### src/rtl/issue_pkg.sv
// Shared types for the dual-issue scheduler: FSM states, held-slot record, pipe ids.
// Pure declarations and helper functions; no timing and no flow control of its own.
package issue_pkg;

    localparam int REG_W = 5;

    typedef enum logic [1:0] {
        EMPTY  = 2'd0,
        PAIR   = 2'd1,
        SECOND = 2'd2
    } state_t;

    typedef struct packed {
        logic [REG_W-1:0] rs1;
        logic [REG_W-1:0] rs2;
        logic [REG_W-1:0] rd;
        logic             rf_write_en;
        logic             mem_op;
        logic             load;
        logic             branch;
    } slot_info_t;

    localparam logic BR_PIPE  = 1'b0;
    localparam logic MEM_PIPE = 1'b1;

    // A load is always a memory-pipe op, even if decode left mem_op clear.
    function automatic logic is_mem(input slot_info_t s);
        return s.mem_op | s.load;
    endfunction

    function automatic logic solo_pipe(input slot_info_t s);
        return is_mem(s) ? MEM_PIPE : BR_PIPE;
    endfunction

endpackage

### src/rtl/issue_hazard_check.sv
// Combinational hazard evaluation on the held pair: load-use per slot, intra-pair RAW/WAW, dual-issue legality.
// Zero latency; no flow control.
module issue_hazard_check
    import issue_pkg::*;
(
    input  slot_info_t       i_slot0,
    input  slot_info_t       i_slot1,
    input  logic             i_v1,
    input  logic             i_ex_load_vld,
    input  logic [REG_W-1:0] i_ex_load_rd,
    output logic [1:0]       o_lu,
    output logic             o_dep,
    output logic             o_dual_ok
);

    logic w_ex_live;
    logic w_rd0_live;
    logic w_struct_ok;

    // x0 never carries a value, so it can never create a load-use or pair dependency.
    assign w_ex_live = i_ex_load_vld && (i_ex_load_rd != '0);

    assign o_lu[0] = w_ex_live &&
                     ((i_slot0.rs1 == i_ex_load_rd) || (i_slot0.rs2 == i_ex_load_rd));
    assign o_lu[1] = w_ex_live &&
                     ((i_slot1.rs1 == i_ex_load_rd) || (i_slot1.rs2 == i_ex_load_rd));

    assign w_rd0_live = i_slot0.rf_write_en && (i_slot0.rd != '0);

    assign o_dep = w_rd0_live &&
                   ((i_slot1.rs1 == i_slot0.rd) ||
                    (i_slot1.rs2 == i_slot0.rd) ||
                    (i_slot1.rf_write_en && (i_slot1.rd == i_slot0.rd)));

    assign w_struct_ok = !(is_mem(i_slot0) && is_mem(i_slot1)) &&
                         !(i_slot0.branch && i_slot1.branch);

    assign o_dual_ok = i_v1 && w_struct_ok && !o_dep && !o_lu[1];

endmodule

### src/rtl/dual_issue_scheduler.sv
// Holds one decoded pair and steers its slots onto the branch and memory pipes, splitting or stalling on hazards.
// Issue decision is combinational on the held pair; decode is back-pressured until the last pending slot issues.
module dual_issue_scheduler
    import issue_pkg::*;
#(
    parameter int REG_ADDR_W = REG_W,
    parameter int CNT_W      = 16
) (
    input  logic                       clk,
    input  logic                       rst_n,
    input  logic                       pair_valid_i,
    output logic                       pair_ready_o,
    input  logic [1:0]                 slot_valid_i,
    input  logic [1:0][REG_ADDR_W-1:0] rs1_i,
    input  logic [1:0][REG_ADDR_W-1:0] rs2_i,
    input  logic [1:0][REG_ADDR_W-1:0] rd_i,
    input  logic [1:0]                 rf_write_en_i,
    input  logic [1:0]                 mem_op_i,
    input  logic [1:0]                 load_i,
    input  logic [1:0]                 branch_i,
    input  logic                       ex_load_valid_i,
    input  logic [REG_ADDR_W-1:0]      ex_load_rd_i,
    input  logic                       flush_i,
    output logic                       br_issue_o,
    output logic                       br_sel_o,
    output logic                       mem_issue_o,
    output logic                       mem_sel_o,
    output logic                       older_in_branch_o,
    output logic [CNT_W-1:0]           split_cnt_o,
    output logic [CNT_W-1:0]           stall_cnt_o
);

    state_t           r_state;
    slot_info_t       r_slot0;
    slot_info_t       r_slot1;
    logic             r_v1;
    logic [CNT_W-1:0] r_split_cnt;
    logic [CNT_W-1:0] r_stall_cnt;

    slot_info_t w_in0;
    slot_info_t w_in1;
    logic [1:0] w_lu;
    logic       w_dep;
    logic       w_dual_ok;

    logic   w_br_issue;
    logic   w_br_sel;
    logic   w_mem_issue;
    logic   w_mem_sel;
    logic   w_older_br;
    logic   w_last;
    logic   w_stall;
    logic   w_split;
    state_t w_nxt;
    state_t w_state_d;
    logic   w_pair_ready;
    logic   w_accept;

    always_comb begin
        w_in0 = '{rs1: rs1_i[0], rs2: rs2_i[0], rd: rd_i[0],
                  rf_write_en: rf_write_en_i[0], mem_op: mem_op_i[0],
                  load: load_i[0], branch: branch_i[0]};
        w_in1 = '{rs1: rs1_i[1], rs2: rs2_i[1], rd: rd_i[1],
                  rf_write_en: rf_write_en_i[1], mem_op: mem_op_i[1],
                  load: load_i[1], branch: branch_i[1]};
    end

    issue_hazard_check u_hazard (
        .i_slot0       (r_slot0),
        .i_slot1       (r_slot1),
        .i_v1          (r_v1),
        .i_ex_load_vld (ex_load_valid_i),
        .i_ex_load_rd  (ex_load_rd_i),
        .o_lu          (w_lu),
        .o_dep         (w_dep),
        .o_dual_ok     (w_dual_ok)
    );

    always_comb begin
        w_br_issue  = 1'b0;
        w_br_sel    = 1'b0;
        w_mem_issue = 1'b0;
        w_mem_sel   = 1'b0;
        w_older_br  = 1'b0;
        w_last      = 1'b0;
        w_stall     = 1'b0;
        w_split     = 1'b0;
        w_nxt       = r_state;
        case (r_state)
            PAIR: begin
                if (w_lu[0]) begin
                    w_stall = 1'b1;
                end else if (w_dual_ok) begin
                    w_br_issue  = 1'b1;
                    w_mem_issue = 1'b1;
                    // Slot 0 takes the memory pipe when it must, or when slot 1 needs the branch pipe.
                    if (is_mem(r_slot0) || r_slot1.branch) begin
                        w_mem_sel  = 1'b0;
                        w_br_sel   = 1'b1;
                        w_older_br = 1'b0;
                    end else begin
                        w_br_sel   = 1'b0;
                        w_mem_sel  = 1'b1;
                        w_older_br = 1'b1;
                    end
                    w_last = 1'b1;
                    w_nxt  = EMPTY;
                end else begin
                    if (solo_pipe(r_slot0) == MEM_PIPE) w_mem_issue = 1'b1;
                    else                                w_br_issue  = 1'b1;
                    if (r_v1) begin
                        w_split = 1'b1;
                        w_nxt   = SECOND;
                    end else begin
                        w_last = 1'b1;
                        w_nxt  = EMPTY;
                    end
                end
            end
            SECOND: begin
                if (w_lu[1]) begin
                    w_stall = 1'b1;
                end else begin
                    if (solo_pipe(r_slot1) == MEM_PIPE) begin
                        w_mem_issue = 1'b1;
                        w_mem_sel   = 1'b1;
                    end else begin
                        w_br_issue = 1'b1;
                        w_br_sel   = 1'b1;
                    end
                    w_last = 1'b1;
                    w_nxt  = EMPTY;
                end
            end
            default: ;
        endcase
        if (flush_i) begin
            w_br_issue  = 1'b0;
            w_br_sel    = 1'b0;
            w_mem_issue = 1'b0;
            w_mem_sel   = 1'b0;
            w_older_br  = 1'b0;
            w_last      = 1'b0;
            w_stall     = 1'b0;
            w_split     = 1'b0;
            w_nxt       = EMPTY;
        end
    end

    assign w_pair_ready = !flush_i && ((r_state == EMPTY) || w_last);
    assign w_accept     = pair_valid_i && w_pair_ready;

    // A pair with only slot 1 valid behaves exactly like the SECOND state, so enter it directly.
    always_comb begin
        w_state_d = w_nxt;
        if (w_accept) begin
            case (slot_valid_i)
                2'b00:   w_state_d = EMPTY;
                2'b10:   w_state_d = SECOND;
                default: w_state_d = PAIR;
            endcase
        end
    end

    always_ff @(posedge clk or negedge rst_n) begin
        if (!rst_n) begin
            r_state     <= EMPTY;
            r_slot0     <= '0;
            r_slot1     <= '0;
            r_v1        <= 1'b0;
            r_split_cnt <= '0;
            r_stall_cnt <= '0;
        end else begin
            r_state <= w_state_d;
            if (w_accept) begin
                r_slot0 <= w_in0;
                r_slot1 <= w_in1;
                r_v1    <= slot_valid_i[1];
            end else if (flush_i) begin
                r_slot0 <= '0;
                r_slot1 <= '0;
                r_v1    <= 1'b0;
            end
            if (w_split && (r_split_cnt != '1)) r_split_cnt <= r_split_cnt + 1'b1;
            if (w_stall && (r_stall_cnt != '1)) r_stall_cnt <= r_stall_cnt + 1'b1;
        end
    end

    assign pair_ready_o      = w_pair_ready;
    assign br_issue_o        = w_br_issue;
    assign br_sel_o          = w_br_sel;
    assign mem_issue_o       = w_mem_issue;
    assign mem_sel_o         = w_mem_sel;
    assign older_in_branch_o = w_older_br;
    assign split_cnt_o       = r_split_cnt;
    assign stall_cnt_o       = r_stall_cnt;

endmodule

### config.mk
export PLATFORM = sky130hd
export DESIGN_NAME = dual_issue_scheduler
export DESIGN_NICKNAME = d
export VERILOG_FILES = /design/src/rtl/issue_pkg.sv /design/src/rtl/issue_hazard_check.sv /design/src/rtl/dual_issue_scheduler.sv
export SDC_FILE = /design/constraint.sdc
export NUM_CORES = 1
export LEC_CHECK = 0
export ABC_CLOCK_PERIOD_IN_PS = 2900
export CORE_ASPECT_RATIO = 2
export CORE_MARGIN = 5
export CORE_UTILIZATION = 40
export CTS_CLUSTER_SIZE = 10
export DETAILED_ROUTE_END_ITERATION = 10
export GPL_TIMING_DRIVEN = 0
export PLACE_DENSITY = 0.65
export SYNTH_ARGS = -nofsm -noshare
export SYNTH_HDL_FRONTEND = slang
export SYNTH_SLANG_ARGS = --single-unit
### constraint.sdc
create_clock -name clk -period 2.9 [get_ports clk]
set_input_delay 0.29 -clock clk [delete_from_list [all_inputs] [get_ports clk]]
set_output_delay 0.29 -clock clk [all_outputs]
set_load 0.02 [all_outputs]
==> results by stage <==
Outcome:
- The run finished with clean final reports.

Worst setup path:
- For the worst flop-to-flop path, the logic depth is 8.
- The startpoint identified for the worst register-to-register timing path is r_slot1[16].
- The endpoint kind of the worst setup timing path is an output port.
- STA classifies the critical path startpoint as a register.
- Among all stages on the critical path, the largest delay is contributed by sky130_fd_sc_hd__or4_1.
- The critical path starts at r_slot0[7].
- For the worst setup path, the data arrival time is ~2.5 ns.
- The largest single stage delay on the critical path is 0.55 ns.
- The critical path required time is 2.61 ns.
- By startpoint and endpoint, the worst setup path is classified as register to output port.
- In this run the worst path has a maximum fanout of 5.
- Walking the worst path, the cells encountered are or4_1 > o21ai_2 > a31oi_4 > nor2_1 > o21ai_0 > a21oi_1 > clkdlybuf4s15_1.

Pwr:
- IR analysis of the VDD net gives a maximum drop of between 300 and 400 uV.
- Of the total power, the share spent switching nets is 29.1%.
- Of the total power, the clock network draws 36.4%.
- The sequential group share of total power is about 38%.
- Internal power comes to 0.00237 W.
- For this design the ratio of total power to cell area is 598 mW/mm2.
- The combinational power share is ~26%.
- The leakage power is 2.68 nW.
- The net switching power is 0.000972 W.

Floorplanning:
- The initial core utilization is between 40% and 50%.
- The floorplan row count is 52.
- The top-level I/O count is 88.
- Measured along the x axis, the die boundary spans 82.2 um.
- The floorplan step defined a die boundary enclosing roughly 0.013 mm2.
- The total area inside the core boundary comes to around 0.010 mm2.
- In this run the vertical extent of the chip is 154 um.

Layout:
- The final net count is 530.
- The fill cell instance count of the final layout is 927.
- The number of antenna diodes in the final layout is 0.
- The relative area change from synthesis to final layout is 33.9%.
- Once layout is complete, the cells apart from fillers number 615.
- The fraction of layout cells with a size suffix above 1 is 19.4%.
- The final cell area excluding filler cells is 0.00559 mm2.

Timing:
- The post-route minimum period is 2.78 ns.
- Setup repair after global routing left no endpoint under its margin.
- The post-route setup TNS is 0 ns.
- The relative slew slack is 49.0%.
- Dividing the final minimum period by the clock period gives 96.0%.
- The setup skew after layout is 0.00693 ns.
- Setup slack closes at 0.116 ns.
- The final setup violation count is 0.
- The hold violation total from the final report was 0.
- The maximum frequency from static timing analysis is 359 MHz.
- The transition time at the pin with the least slew margin is between 0.7 and 0.8 ns.
- The final max-slew violation count came to 0.

Yosys:
- Among all flip-flop cells after synthesis, the most frequent one is sky130_fd_sc_hd__dfrtp_1.
- The count of unique library cells instantiated by Yosys is 41.
- After synthesis, the cell types taking the most area are sky130_fd_sc_hd__dfrtp_1 (44%), sky130_fd_sc_hd__mux2_4 (14%), sky130_fd_sc_hd__xor2_1 (12%), sky130_fd_sc_hd__nor2b_1 (5.8%), sky130_fd_sc_hd__nor2_1 (2.4%).
- Counting flops with a built-in enable in the synthesized netlist gives 0.
- Counting flops with an async set or reset pin after synthesis yields a share of 100%.
- The library cell occupying the most area in the post-synthesis netlist is sky130_fd_sc_hd__dfrtp_1.
- In this run, synthesis produced a sequential element count of 73.
- Among all cell types in the netlist, the one instantiated most often is sky130_fd_sc_hd__dfrtp_1.
- The mean instance size in the synthesized netlist is approximately 11 um2.
- The post-synth net total is approximately 430.
- The instance count of the mapped netlist is 378.
- Summing the sequential cell areas from Yosys gives 43.8% of the chip area.
- The top cell type by area accounts for 43.8% of the synthesized area.
- For this run, the number of Yosys warnings is 0.
- After synthesis the cells add up to ~0.0042 mm2.
- By count the netlist is led by sky130_fd_sc_hd__dfrtp_1 (73), sky130_fd_sc_hd__xor2_1 (55), sky130_fd_sc_hd__mux2_4 (40).

Clocking:
- The cell at the root of the clock tree is sky130_fd_sc_hd__clkbuf_16.
- CTS saw 73 sinks.
- The TritonCTS clock tree is done.
- TritonCTS created 9 clock buffers.
- Clock-pin slew was measured on the worst setup and hold paths at 0.06 ns.
- The H-tree depth is 3.
- The maximum root-to-sink buffer count is 2.
- The clock reaches the later pin of the worst-skew pair after 0.34 ns.

Place:
- The HPWL after detailed placement is 8.10 mm.
- Routability-driven placement finished with a final weighted congestion of ~0.85.
- The area of placed instances is a little over 0.005 mm2.
- Including well taps, the total number of placed cells is 596.
- The setup slack after placement is -0.210 ns.
- The port buffer count is 82.

Min path:
- The path class of the tightest hold or removal check is primary input to async pin.

Global routing:
- The first global-routing pass estimated approximately 18 mm of wire.
- The number of global-route vias before repair is 3459.
- The remaining global-route overflow is 0.
- The initial antenna violation count is 0.
- The largest net degree at the start of global routing is ~70.
- The overall track demand over capacity in global routing is a little under a fifth.

Drt:
- The number of optimization iterations in the first detailed-route pass is 4.
- For this block, the routed nets add up to 10.8 mm of wire.
- For this run, design rule violations remaining after detail routing come to 0.
- The total via count after detailed routing is roughly 3100.
- The ratio of routed vias to standard cells is a little under 5.
- For this block, the initial DRC count from the detailed router was 75.
- Once detail routing completed, the nets flagged for antenna violations numbered 0.
- In the final routed layout, each cell accounts on average for 17.5 um.

Run:
- The tool flagged a number of max-cap violations equal to 0.
-- layout make-up --
type	instances	area [um2]	area share, %
Multi-Input combinational cell	280	2270	40.6
Tap cell	135	169	3.02
Clock buffer	9	225	4.03
Timing Repair Buffer	86	858	15.4
Sequential cell	73	1830	32.8
Clock inverter	7	103	1.84
Buffer	15	95.1	1.70
Inverter	10	37.5	0.672
-- per-stage QoR --
| stage | utilization (%) | total power (W) | hold slack (ns) |
|---|---|---|---|
| after CTS | 54.7 | 0.00334 | 0.288 |
| final | 55.0 | 0.00334 | 0.301 |
| after global placement | 50.9 | 0.00206 | 0.480 |
| after floorplan | - | 0.00182 | -0.00559 |
| after detailed placement | 51.1 | 0.00209 | 0.116 |
| after global routing | 55.0 | 0.00349 | 0.309 |
-- critical path, delay by kind of cell, from the launching register on --
family / cells / cell delay [ns]
AOI/OAI and AO/OA: 4 / 0.62
buffers and inverters: 1 / 0.33
DFF: 1 / 0.47
and+or+nand+nor: 2 / 0.74
-- power by group through the flow --
stage / Clock, W / Combinational, W / Sequential, W
after global routing: 0.00128 / 0.000929 / 0.00128
after global placement: 0 / 0.000786 / 0.00128
final: 0.00122 / 0.000859 / 0.00126
after floorplan: 0 / 0.000575 / 0.00125
after detailed placement: 0 / 0.000807 / 0.00128
after CTS: 0.00124 / 0.000838 / 0.00126
-- logic make-up after synthesis --
| logic type | Yosys count | synth area share [%] |
|---|---|---|
| compound gates | 28 | 5.31 |
| xor+xnor | 64 | 13.4 |
| fa+ha+maj | 5 | 1.50 |
| buf+inv | 25 | 3.18 |
| flops | 73 | 43.8 |
| mux | 44 | 15.4 |
| simple gates | 139 | 17.3 |
-- layout by cell type (no fill, tap or decap), drive strengths merged, types with 16 or more instances in the layout --
master         instances
nor3                  19
clkdlybuf4s50         75
nand2                 18
buf                   16
nor2b                 39
nand3                 16
nor2                  27
dfrtp                 73
mux2                  43
xor2                  55
-- flip-flops by register name, indices dropped and copies added, names as in the netlist --
register and count:
split_cnt_o 16, r_v1 1, r_slot0 19, r_slot1 19, r_state 2, stall_cnt_o 16
-- per-layer routing --
metal	share of wire, %	track usage [%]
met5	0	0
met4	2.8	8.00
met3	5.0	4.37
met2	56	32.6
met1	37	19.5
-- what timing repair did --
item                                    4_1_cts  5_1_grt
endpoints found under the setup margin        6        6
pin swaps                                     1        4
buffers inserted                              0        2
hold endpoints to repair                      5        0
gates resized for setup                      14       12
hold buffers                                  1        0
gates cloned                                  0        0
-- path summary, 6_finish.rpt --
path                       slack (ns)              end
max in group asynchronous        2.04       r_slot0[4]
min                              0.30   split_cnt_o[0]
max                              0.12       br_issue_o
min reg2reg                      0.49   stall_cnt_o[6]
max reg2reg                      0.26  stall_cnt_o[14]
min in group clk                 0.49   stall_cnt_o[6]
Power figures use the tool's default switching activity.
